$ cat config.mk
export PLATFORM = sky130hd
export DESIGN_NAME = inst_fetch
export DESIGN_NICKNAME = d
export VERILOG_FILES = /design/src/rtl/inst_fetch.sv
export SDC_FILE = /design/constraint.sdc
export NUM_CORES = 1
export LEC_CHECK = 0
export ABC_AREA = 1
export CORE_MARGIN = 10
export CORE_UTILIZATION = 40
export CTS_BUF_LIST = sky130_fd_sc_hd__clkbuf_2 sky130_fd_sc_hd__clkbuf_4 sky130_fd_sc_hd__clkbuf_8
export DETAILED_ROUTE_END_ITERATION = 8
export GPL_ROUTABILITY_DRIVEN = 0
export SETUP_SLACK_MARGIN = 0.3
export SYNTH_ARGS = -nofsm -noshare
export SYNTH_HDL_FRONTEND = slang
export SYNTH_SLANG_ARGS = --single-unit
$ cat constraint.sdc
create_clock -name clk -period 2.74 [get_ports clk]
set_input_delay 0.274 -clock clk [delete_from_list [all_inputs] [get_ports clk]]
set_output_delay 0.274 -clock clk [all_outputs]
set_load 0.02 [all_outputs]
$ cat src/rtl/inst_fetch.sv
// In-order instruction fetch front end: issues word requests, absorbs responses into a small
// buffer, and presents one registered instruction/pc pair to decode. Define FETCH_BUF_EN for two-deep fetch.
module inst_fetch #(
  parameter logic [31:0] RESET_PC = 32'hBFC0_0000
) (
  input  logic        clk,
  input  logic        rstn,
  input  logic        stall,
  input  logic        redirect_valid,
  input  logic [31:0] redirect_pc,
  output logic        imem_req,
  output logic [31:0] imem_addr,
  input  logic        imem_ready,
  input  logic        imem_rvalid,
  input  logic [31:0] imem_rdata,
  output logic        inst_valid,
  output logic [31:0] instruction,
  output logic [31:0] pc,
  output logic [31:0] pc_plus_4
);

`ifdef FETCH_BUF_EN
  localparam int DEPTH = 2;
`else
  localparam int DEPTH = 1;
`endif
  localparam logic [2:0] DEPTH_L = 3'(DEPTH);

  logic [31:0] fetch_pc_q, fetch_pc_d;
  logic [31:0] exp_pc_q, exp_pc_d;
  logic [1:0]  outstanding_q, outstanding_d;
  logic [1:0]  drop_cnt_q, drop_cnt_d;
  logic [1:0]  buf_cnt_q, buf_cnt_d;
  logic [31:0] buf_inst_q [DEPTH];
  logic [31:0] buf_inst_d [DEPTH];
  logic [31:0] buf_pc_q [DEPTH];
  logic [31:0] buf_pc_d [DEPTH];
  logic        valid_q, valid_d;
  logic [31:0] inst_q, inst_d;
  logic [31:0] pc_q, pc_d;

  logic        accept, slot_free, drop_rsp, keep_rsp, pop, direct, push;
  logic [1:0]  wr_idx;
  logic        unused_redirect_lsbs;

  assign unused_redirect_lsbs = ^redirect_pc[1:0];

  // Dropped responses still count as outstanding, so the issue limit also bounds the buffer.
  assign imem_req  = rstn && !redirect_valid &&
                     (({1'b0, outstanding_q} + {1'b0, buf_cnt_q}) < DEPTH_L);
  assign imem_addr = fetch_pc_q;
  assign accept    = imem_req && imem_ready;
  assign slot_free = !valid_q || !stall;
  assign drop_rsp  = imem_rvalid && (redirect_valid || (drop_cnt_q != 2'd0));
  assign keep_rsp  = imem_rvalid && !drop_rsp;
  assign pop       = slot_free && (buf_cnt_q != 2'd0);
  assign direct    = keep_rsp && (buf_cnt_q == 2'd0) && slot_free;
  assign push      = keep_rsp && !direct;
  assign wr_idx    = buf_cnt_q - {1'b0, pop};

  assign inst_valid  = valid_q;
  assign instruction = inst_q;
  assign pc          = pc_q;
  assign pc_plus_4   = pc_q + 32'd4;

  always_comb begin
    fetch_pc_d    = fetch_pc_q;
    exp_pc_d      = exp_pc_q;
    outstanding_d = outstanding_q + {1'b0, accept} - {1'b0, imem_rvalid};
    drop_cnt_d    = drop_cnt_q;
    buf_cnt_d     = buf_cnt_q + {1'b0, push} - {1'b0, pop};
    buf_inst_d    = buf_inst_q;
    buf_pc_d      = buf_pc_q;
    valid_d       = valid_q;
    inst_d        = inst_q;
    pc_d          = pc_q;

    if (accept) fetch_pc_d = fetch_pc_q + 32'd4;
    if (keep_rsp) exp_pc_d = exp_pc_q + 32'd4;
    if (imem_rvalid && (drop_cnt_q != 2'd0)) drop_cnt_d = drop_cnt_q - 2'd1;

    // Buffer is a shift queue: entry 0 is always the head.
    for (int i = 0; i < DEPTH; i++) begin
      if (pop && (i < DEPTH - 1)) begin
        buf_inst_d[i] = buf_inst_q[(i + 1) % DEPTH];
        buf_pc_d[i]   = buf_pc_q[(i + 1) % DEPTH];
      end
      if (push && (int'(wr_idx) == i)) begin
        buf_inst_d[i] = imem_rdata;
        buf_pc_d[i]   = exp_pc_q;
      end
    end

    if (pop) begin
      valid_d = 1'b1;
      inst_d  = buf_inst_q[0];
      pc_d    = buf_pc_q[0];
    end else if (direct) begin
      valid_d = 1'b1;
      inst_d  = imem_rdata;
      pc_d    = exp_pc_q;
    end else if (slot_free) begin
      valid_d = 1'b0;
    end

    // Everything still in flight at a redirect belongs to the old path.
    if (redirect_valid) begin
      fetch_pc_d = {redirect_pc[31:2], 2'b00};
      exp_pc_d   = {redirect_pc[31:2], 2'b00};
      drop_cnt_d = outstanding_q - {1'b0, imem_rvalid};
      buf_cnt_d  = 2'd0;
      valid_d    = 1'b0;
    end
  end

  always_ff @(posedge clk or negedge rstn) begin
    if (!rstn) begin
      fetch_pc_q    <= RESET_PC;
      exp_pc_q      <= RESET_PC;
      outstanding_q <= 2'd0;
      drop_cnt_q    <= 2'd0;
      buf_cnt_q     <= 2'd0;
      valid_q       <= 1'b0;
      inst_q        <= 32'd0;
      pc_q          <= 32'd0;
      for (int i = 0; i < DEPTH; i++) begin
        buf_inst_q[i] <= 32'd0;
        buf_pc_q[i]   <= 32'd0;
      end
    end else begin
      fetch_pc_q    <= fetch_pc_d;
      exp_pc_q      <= exp_pc_d;
      outstanding_q <= outstanding_d;
      drop_cnt_q    <= drop_cnt_d;
      buf_cnt_q     <= buf_cnt_d;
      valid_q       <= valid_d;
      inst_q        <= inst_d;
      pc_q          <= pc_d;
      buf_inst_q    <= buf_inst_d;
      buf_pc_q      <= buf_pc_d;
    end
  end

endmodule

# Word-level counts from Yosys, hierarchy flattened
# Cells that the tools add are included.
[op_classes] add_sub_neg=11 n_reduce_logical=27 muxes=15 magnitude_cmp=1
[ops] cell="32-bit two-way mux" count=8
[ops] cell="32-bit by 3-bit adder with 32-bit output, second input constant" count=3
[ops] cell="2-bit nonzero test" count=6
[ops] cell="1-bit logical AND" count=11
[ops] cell="2-bit by 1-bit subtractor with 2-bit output" count=4
[ops] cell="2-bit two-way mux" count=3
[ops] cell="1-bit logical NOT" count=5
[ops] cell="2-bit by 1-bit adder with 2-bit output" count=2
[ops] cell="2-bit logical NOT" count=2
[ops] cell="1-bit two-way mux" count=4
[ops] cell="4-bit nonzero test" count=1
[ops] cell="2-bit by 2-bit adder with 3-bit output" count=1
[ops] cell="3-bit by 1-bit < comparator with 1-bit output, second input constant" count=1
[ops] cell="1-bit logical OR" count=2
[ops] cell="2-bit by 1-bit subtractor with 2-bit output, second input constant" count=1
[totals] input_bits=70 reg_bits=199 out_inout_bits=130 word_cells=64

# Logic depth before layout (Yosys ltp)
# Gate-level depths: netlist of the first run.
[logic_depth] ltp_word=12 depth_mapped=12 ltp_nobuf=12

# Worst setup path before layout of the first run
# Ideal clock, no wire load.
[synth_timing] path_type="flip-flop to flip-flop" start="reg buf_cnt_q[0]" end="reg outstanding_q[1]" required_ps=2611 path_slack_ps=-247 period_less_slack_ps=2987 stages_incl_launch_ff=13 setup_time_ps=129 n_path_buf=1 t_arrival_ps=2859 cell_sequence="dfrtp_1 ha_1 inv_1 fa_1 nand3_1 nor3_1 nand2_1 clkbuf_1 ha_1 inv_1 ha_1 xnor2_1 xor2_1"
[synth_between] elab_chain_len=6
[synth_rtl] item="start: declaration" line="33" rtl="logic [1:0] buf_cnt_q, buf_cnt_d;"
[synth_rtl] item="start signal: assignment" line="135" rtl="buf_cnt_q <= buf_cnt_d;"
[synth_rtl] item="2-bit by 2-bit adder with 3-bit output" line="50" rtl="(({1'b0, outstanding_q} + {1'b0, buf_cnt_q}) < DEPTH_L);"
[synth_rtl] item="3-bit by 1-bit < comparator with 1-bit output" line="50"
[synth_rtl] item="1-bit logical AND" line="49" rtl="assign imem_req = rstn && !redirect_valid &&"
[synth_rtl] item="net imem_req" line="11" rtl="output logic imem_req,"
[synth_rtl] item="1-bit logical AND" line="52" rtl="assign accept = imem_req && imem_ready;"
[synth_rtl] item="2-bit by 1-bit adder with 2-bit output" line="69" rtl="outstanding_d = outstanding_q + {1'b0, accept} - {1'b0, imem_rvalid};"
[synth_rtl] item="2-bit by 1-bit subtractor with 2-bit output" line="69"
[synth_rtl] item="net outstanding_d[1]" line="31" rtl="logic [1:0] outstanding_q, outstanding_d;"
[synth_rtl] item="end signal: assignment" line="133" rtl="outstanding_q <= outstanding_d;"
[synth_rtl] item="end: declaration" line="31"
# The timed path passes the listed nets, and every way through them passes these cells.
# A chain may end at the register's enable or synchronous reset.

# Worst setup path after layout of the first run
[layout_timing] start="reg pc_q[3] (netlist: pc[3])" end="out pc_plus_4[10]"
[layout_between] elab_chain_len=1
[layout_rtl] item="start: declaration" line="40" rtl="logic [31:0] pc_q, pc_d;"
[layout_rtl] item="start signal: assignment" line="138" rtl="pc_q <= pc_d;"
[layout_rtl] item="32-bit by 3-bit adder with 32-bit output" line="64" rtl="assign pc_plus_4 = pc_q + 32'd4;"
[layout_rtl] item="end: declaration" line="19" rtl="output logic [31:0] pc_plus_4"
# Every way passes these cells.

==> results of run 1 <==
repair_timing:
| action | CTS | global route |
|---|---|---|
| setup buffers | 9 | 5 |
| pin swaps | 1 | 4 |
| endpoints found under the setup margin | 44 | 50 |
| gates resized for setup | 60 | 54 |
| gates cloned | 0 | 0 |
through the flow:
| stage | util [%] | instances |
|---|---|---|
| floorplan | - | 1447 |
| global placement | 49.6 | 1934 |
| detailed placement | 49.6 | 1934 |
| CTS | 51.5 | 1975 |
| global route | 51.8 | 1980 |
| finish | 51.8 | 1980 |
routing by layer:
layer	global-route usage [%]	part of all wire, %	wire [µm]	vias to the layer above
met5	0	0	0	-
met4	5.26	1.6	504	0
met3	4.57	7.1	2220	26
met2	28.1	44	13600	292
met1	25.9	48	14900	4573
li1	-	-	-	4943
layout by cell type, fill, tap and decap left out, types with 8 or more instances in the layout:
cell	netlist	final
xor2_1	42	42
nand3_1	79	78
clkbuf_8	0	18
o211ai_1	38	38
nor3_1	25	14
nor2_1	137	130
clkdlybuf4s50_1	0	162
nor2_2	2	8
nand2_1	443	441
clkbuf_2	1	10
inv_1	198	196
buf_4	7	35
a21oi_1	14	14
a31oi_1	41	41
dfstp_2	18	18
o21ai_1	27	27
dfrtp_1	173	167
o21ai_0	84	84
nor3_2	0	9
nand4_1	14	14
power by group:
group          internal [mW]  switching [mW]
clock network          0.726            1.24
logic                   2.70            3.89
registers               4.02           0.936
final timing paths:
| check | startpoint | to | slack, ns | cells past startpoint |
|---|---|---|---|---|
| worst max-delay path | pc[3]$_DFFE_PN0N_ | pc_plus_4[10] | 0.39 | 7 |
| min in group clk | imem_rdata[30] | buf_inst_q[30]$_DFFE_PN0P_ | 0.35 | 3 |
| worst min register to register | buf_pc_q[23]$_DFFE_PN0P_ | buf_pc_q[23]$_DFFE_PN0P_ | 0.50 | 1 |
| max in group asynchronous | rstn | buf_inst_q[31]$_DFFE_PN0P_ | 2.11 | 2 |
| worst max register to register | outstanding_q[0]$_DFF_PN0_ | outstanding_q[1]$_DFF_PN0_ | 0.42 | 11 |
| worst min-delay path | rstn | buf_pc_q[5]$_DFFE_PN0P_ | -0.05 | 2 |
layout make-up:
class / count / area (µm²) / share of cell area (%)
Tap cell: 335 / 419 / 3.11
Inverter: 202 / 763 / 5.66
Clock inverter: 15 / 196 / 1.46
Timing Repair Buffer: 229 / 2190 / 16.2
Sequential cell: 191 / 4810 / 35.7
Multi-Input combinational cell: 991 / 4880 / 36.2
Clock buffer: 17 / 234 / 1.73
kinds of logic after synthesis:
family	after synthesis
other cells	1
simple gates	710
buf+inv	265
fa+ha+maj	11
compound gates	215
xor+xnor	49
flops	191
worst register-to-register path: stages (launching register included):
cell     delay, ns
dfrtp_1       0.40
ha_2          0.17
inv_1         0.04
fa_1          0.49
nand3_2       0.08
nor3_4        0.15
nand2_2       0.11
ha_4          0.26
inv_1         0.03
ha_1          0.20
xnor2_2       0.14
xor2_1        0.14
state kept, by name (all words and copies together) (netlist names):
register / cells
outstanding_q: 2
drop_cnt_q: 2
buf_inst_q: 32
inst_valid: 1
buf_cnt_q: 2
exp_pc_q: 30
buf_pc_q: 30
imem_addr: 30
pc: 30
instruction: 32
==> impl_metrics.yaml, run 1 <==
clocking:
  clk_latency_ns: 0.48
  clockRootBuffer: "clkbuf_8"
  tritoncts: "done"
  holdBufCountCts: 0
  htreeDepth: 4
  cts-buffers-inserted: 17
  clkSlewWorstSetupHoldPaths_ns: 0.11
  clk_path_buf_depth: 2
  clock-sinks: 191
sta:
  slew_headroom_pct: 42.4
  setup_viol: 0
  holdWs_ns: -0.0469
  worst_slew_pin_slew_ns: 0.865
  hold_viol: 19
  drv_slew: 0
  finalCritPeriodShare_pct: 85.6
  finClkSkew_ns: 0.0245
  rsz0062_at_grt: "yes"
  fmax_mhz: 426
  finalSetupTns_ns: 0
  min_period_ns: 2.35
  finalWorstSetupSlack_ns: 0.393
power:
  ir_drop_v: 0.000713
  leakage_nw: 6.17
  power_mw: 13.5
  p_per_area_mw_per_mm2: 1000
worst_setup_path:
  startpoint_type: "register"
  path_class: "register to primary output"
  crit_fanout: 4
  end_kind: "primary output"
  arrival_ns: 2.07
  crit_required_ns: 2.47
  cpPeakStageDelay_ns: 0.46
  critical_path.top_delay_family: "buffers and inverters"
  crit_path_cell_trace: "ha_4 > inv_1 > nor3_2 > buf_4 > nand2_1 > xor2_1 > dlygate4sd2_1"
  crit_buf_inv: 3
  crit_path_top_delay_cell: "dfrtp_2"
synth:
  synth_compound_area_share_pct: 11.9
  synth_area_mm2: 0.0106
  postSynthAreaPerCell_um2: 7.36
  synth_top_area_cell: "dfrtp_1"
  synth.most_common_cell: "nand2_1"
  ys_seq_area_share_pct: 45.2
  ys_ff_latch: 191
  synth-async-reset-ratio_pct: 100
  ys.flop_type: "dfrtp_1"
  synth_top_family_by_area: "simple AND/OR/NAND/NOR gates"
  synthTopCellsByArea: "dfrtp_1, nand2_1, inv_1"
  synth-simple-area-share_pct: 27.0
  synth_edf_count: 0
  syn-instance-count: 1442
  ys_types: 40
  muxShareOfSynthArea_pct: 0
  synth_xor_xnor_area_share_pct: 4.04
  synthAdderAreaFrac_pct: 1.37
  yosysWarningCount: 0
  synth_top_area_share_pct: 40.8
  synth.top_cells.by_count: "nand2_1, inv_1, dfrtp_1, nor2_1, o21ai_0"
route:
  antenna_left: 0
  wl_um: 31300
  via_per_inst: 4.97
  post_drt_wl_per_cell_um: 15.8
  vias: 9834
  dr.pass1.iters: 7
  drtIter0Drc: 709
  route.detailed.drc: 0
global_routing:
  track_usage_pct: 18.6
  grt_pass1_vias: 9571
  antenna_found_initial: 0
  grt_pass1_wl_um: 51400
  grt_max_degree: 143
  grt-ovfl-total: 0
placed_design:
  place_ws_ns: 0.219
  dp_hpwl_um: 23300
  numPortBuffers: 191
  dpl_cell_area_mm2: 0.0129
final_layout:
  final_layout_size_suffix_gt1_share_pct: 9.30
  fill_cells: 2579
  postLayoutCellArea_mm2: 0.0135
  n_antenna_cell: 0
  areaGrowthSynthToFinish_pct: 27.0
  nets: 1713
floorplanning:
  dieArea_mm2: 0.0335
  io-pin-count: 200
  die_h_um: 183
  rows: 59
  core_mm2: 0.0261
  start_util_pct: 40.7
  die_w_um: 183
flow_run:
  max_cap_viol_count: 0
worst_hold_path:
  hold_path_class: "input port to asynchronous set/reset pin"
status:
  outcome: "finished with violations"
  failed_checks: "negative hold slack"
Power figures use the tool's default switching activity.
==> run 2: changes to the inputs <==
--- a/config.mk
+++ b/config.mk
@@ -6,6 +6,7 @@
 export NUM_CORES = 1
 export LEC_CHECK = 0
 export ABC_AREA = 1
+export ABC_CLOCK_PERIOD_IN_PS = 2740
 export CORE_MARGIN = 10
 export CORE_UTILIZATION = 40
 export CTS_BUF_LIST = sky130_fd_sc_hd__clkbuf_2 sky130_fd_sc_hd__clkbuf_4 sky130_fd_sc_hd__clkbuf_8
@@ -15,3 +16,4 @@
 export SYNTH_ARGS = -nofsm -noshare
 export SYNTH_HDL_FRONTEND = slang
 export SYNTH_SLANG_ARGS = --single-unit
+export TNS_END_PERCENT = 100
==> results of run 2 <==
Final layout, timing and power as in run 1 (identical DEF).
==> run 3: changes to the inputs <==
--- a/config.mk
+++ b/config.mk
@@ -10,9 +10,11 @@
 export CORE_MARGIN = 10
 export CORE_UTILIZATION = 40
 export CTS_BUF_LIST = sky130_fd_sc_hd__clkbuf_2 sky130_fd_sc_hd__clkbuf_4 sky130_fd_sc_hd__clkbuf_8
+export CTS_CLUSTER_SIZE = 12
 export DETAILED_ROUTE_END_ITERATION = 8
 export GPL_ROUTABILITY_DRIVEN = 0
 export SETUP_SLACK_MARGIN = 0.3
+export SKIP_CTS_REPAIR_TIMING = 1
 export SYNTH_ARGS = -nofsm -noshare
 export SYNTH_HDL_FRONTEND = slang
 export SYNTH_SLANG_ARGS = --single-unit
==> impl_metrics.yaml, run 3 (same netlist as run 1, synthesis figures left out) <==
worst_setup_path:
  crit_path_top_delay_cell: "dfrtp_1"
  crit_required_ns: 2.47
  critical_path.top_delay_family: "buffers and inverters"
  crit_buf_inv: 5
  cpPeakStageDelay_ns: 0.38
  crit_fanout: 3
  crit_path_cell_trace: "buf_4 > ha_4 > inv_1 > nor3_2 > buf_4 > inv_1 > nor3_1 > xor2_1 > dlymetal6s2s_1"
  arrival_ns: 2.17
  startpoint_type: "register"
  end_kind: "primary output"
  path_class: "register to primary output"
clocking:
  cts-buffers-inserted: 17
  clkSlewWorstSetupHoldPaths_ns: 0.11
  tritoncts: "done"
  clk_path_buf_depth: 2
  clock-sinks: 191
  clk_latency_ns: 0.48
  htreeDepth: 4
  clockRootBuffer: "clkbuf_8"
status:
  outcome: "finished with violations"
  failed_checks: "negative hold slack"
sta:
  hold_viol: 12
  min_period_ns: 2.45
  fmax_mhz: 409
  finalCritPeriodShare_pct: 89.3
  drv_slew: 0
  rsz0062_at_grt: "yes"
  worst_slew_pin_slew_ns: 0.824
  setup_viol: 0
  finalSetupTns_ns: 0
  finClkSkew_ns: 0.0251
  holdWs_ns: -0.0301
  slew_headroom_pct: 45.0
global_routing:
  grt_pass1_vias: 9556
  grt_pass1_wl_um: 51300
  grt_max_degree: 143
  antenna_found_initial: 0
  track_usage_pct: 18.6
  grt-ovfl-total: 0
route:
  antenna_left: 0
  route.detailed.drc: 0
  vias: 9884
  top_layer_used: "met4"
  post_drt_wl_per_cell_um: 15.8
  via_per_inst: 4.99
  dr_wl_met3_um: 2080
  met2_length_um: 13800
  wl_um: 31300
  drt-met1-wl_um: 14900
  drtIter0Drc: 694
  dr.pass1.iters: 5
final_layout:
  n_antenna_cell: 0
  final_layout_size_suffix_gt1_share_pct: 8.93
  fill_cells: 2563
  mostFrequentLayoutCells: "nand2_1, inv_1, dfrtp_1"
  fin_util_pct: 52.3
  layout_commonest_cell: "nand2_1"
  nets: 1714
  areaGrowthSynthToFinish_pct: 28.4
floorplanning:
  die_h_um: 183
  core_mm2: 0.0261
  rows: 59
  die_w_um: 183
  dieArea_mm2: 0.0335
  start_util_pct: 40.7
  io-pin-count: 200
worst_hold_path:
  hold_path_class: "input port to asynchronous set/reset pin"
placed_design:
  dp_hpwl_um: 23300
  numPortBuffers: 191
power:
  p_per_area_mw_per_mm2: 999
  ir_drop_v: 0.000732
  leakage_nw: 6.33
flow_run:
  max_cap_viol_count: 0
-- run 3: cell count changes in the layout (fill, tap and decap cells not counted), moves of 3 or more --
cell            previous run  this run
dlymetal6s2s_1             2        18
buf_2                      6         0
clkbuf_2                  10         5
dlygate4sd2_1              5         0
nand2_1                  441       438
nor2_2                     8         5
-- run 3: power by group --
| part | internal, mW | switching (mW) |
|---|---|---|
| combinational | 2.79 | 3.88 |
| clock | 0.726 | 1.24 |
| sequential | 4.02 | 0.953 |
| total | 7.54 | 6.07 |
-- run 3: worst paths after layout --
path / start / end / slack, ns / depth (start not counted)
max in group asynchronous: rstn / imem_addr[17]$_DFFE_PN0P_ / 2.14 / 2
max reg2reg: outstanding_q[0]$_DFF_PN0_ / outstanding_q[1]$_DFF_PN0_ / 0.39 / 11
max: pc[3]$_DFFE_PN0N_ / pc_plus_4[22] / 0.29 / 9
min in group clk: imem_rdata[30] / buf_inst_q[30]$_DFFE_PN0P_ / 0.35 / 3
min: rstn / buf_pc_q[5]$_DFFE_PN0P_ / -0.03 / 2
min reg2reg: buf_pc_q[23]$_DFFE_PN0P_ / buf_pc_q[23]$_DFFE_PN0P_ / 0.50 / 1
-- run 3: routing by layer --
metal / vias to the layer above / global-route usage, %
met5: - / 0
met3: 27 / 4.69
met1: 4635 / 25.8
met2: 280 / 28.0
li1: 4942 / -
met4: 0 / 5.29
-- run 3: stage by stage --
step / worst slack, ns / instance area, µm² / total power, mW / cells
3_5_place_dp: 0.219 / 12900 / 11.6 / 1934
4_1_cts: -0.235 / 13400 / 13.6 / 1966
3_3_place_gp: 0.226 / 12900 / 11.5 / 1934
2_1_floorplan: 0.121 / 10700 / 8.75 / 1447
5_1_grt: 0.0544 / 13600 / 14.8 / 1981
6_report: 0.292 / 13600 / 13.6 / 1981
-- run 3: cell type report --
type                    instances  area [µm²]  area share, %
clock buffers                  17         234           1.72
clock inverters                15         196           1.44
inverters                     202         763           5.60
well taps                     335         419           3.07
flip-flops and latches        191        4810           35.3
repair buffers                230        2300           16.9
multi-input cells             991        4910           36.0
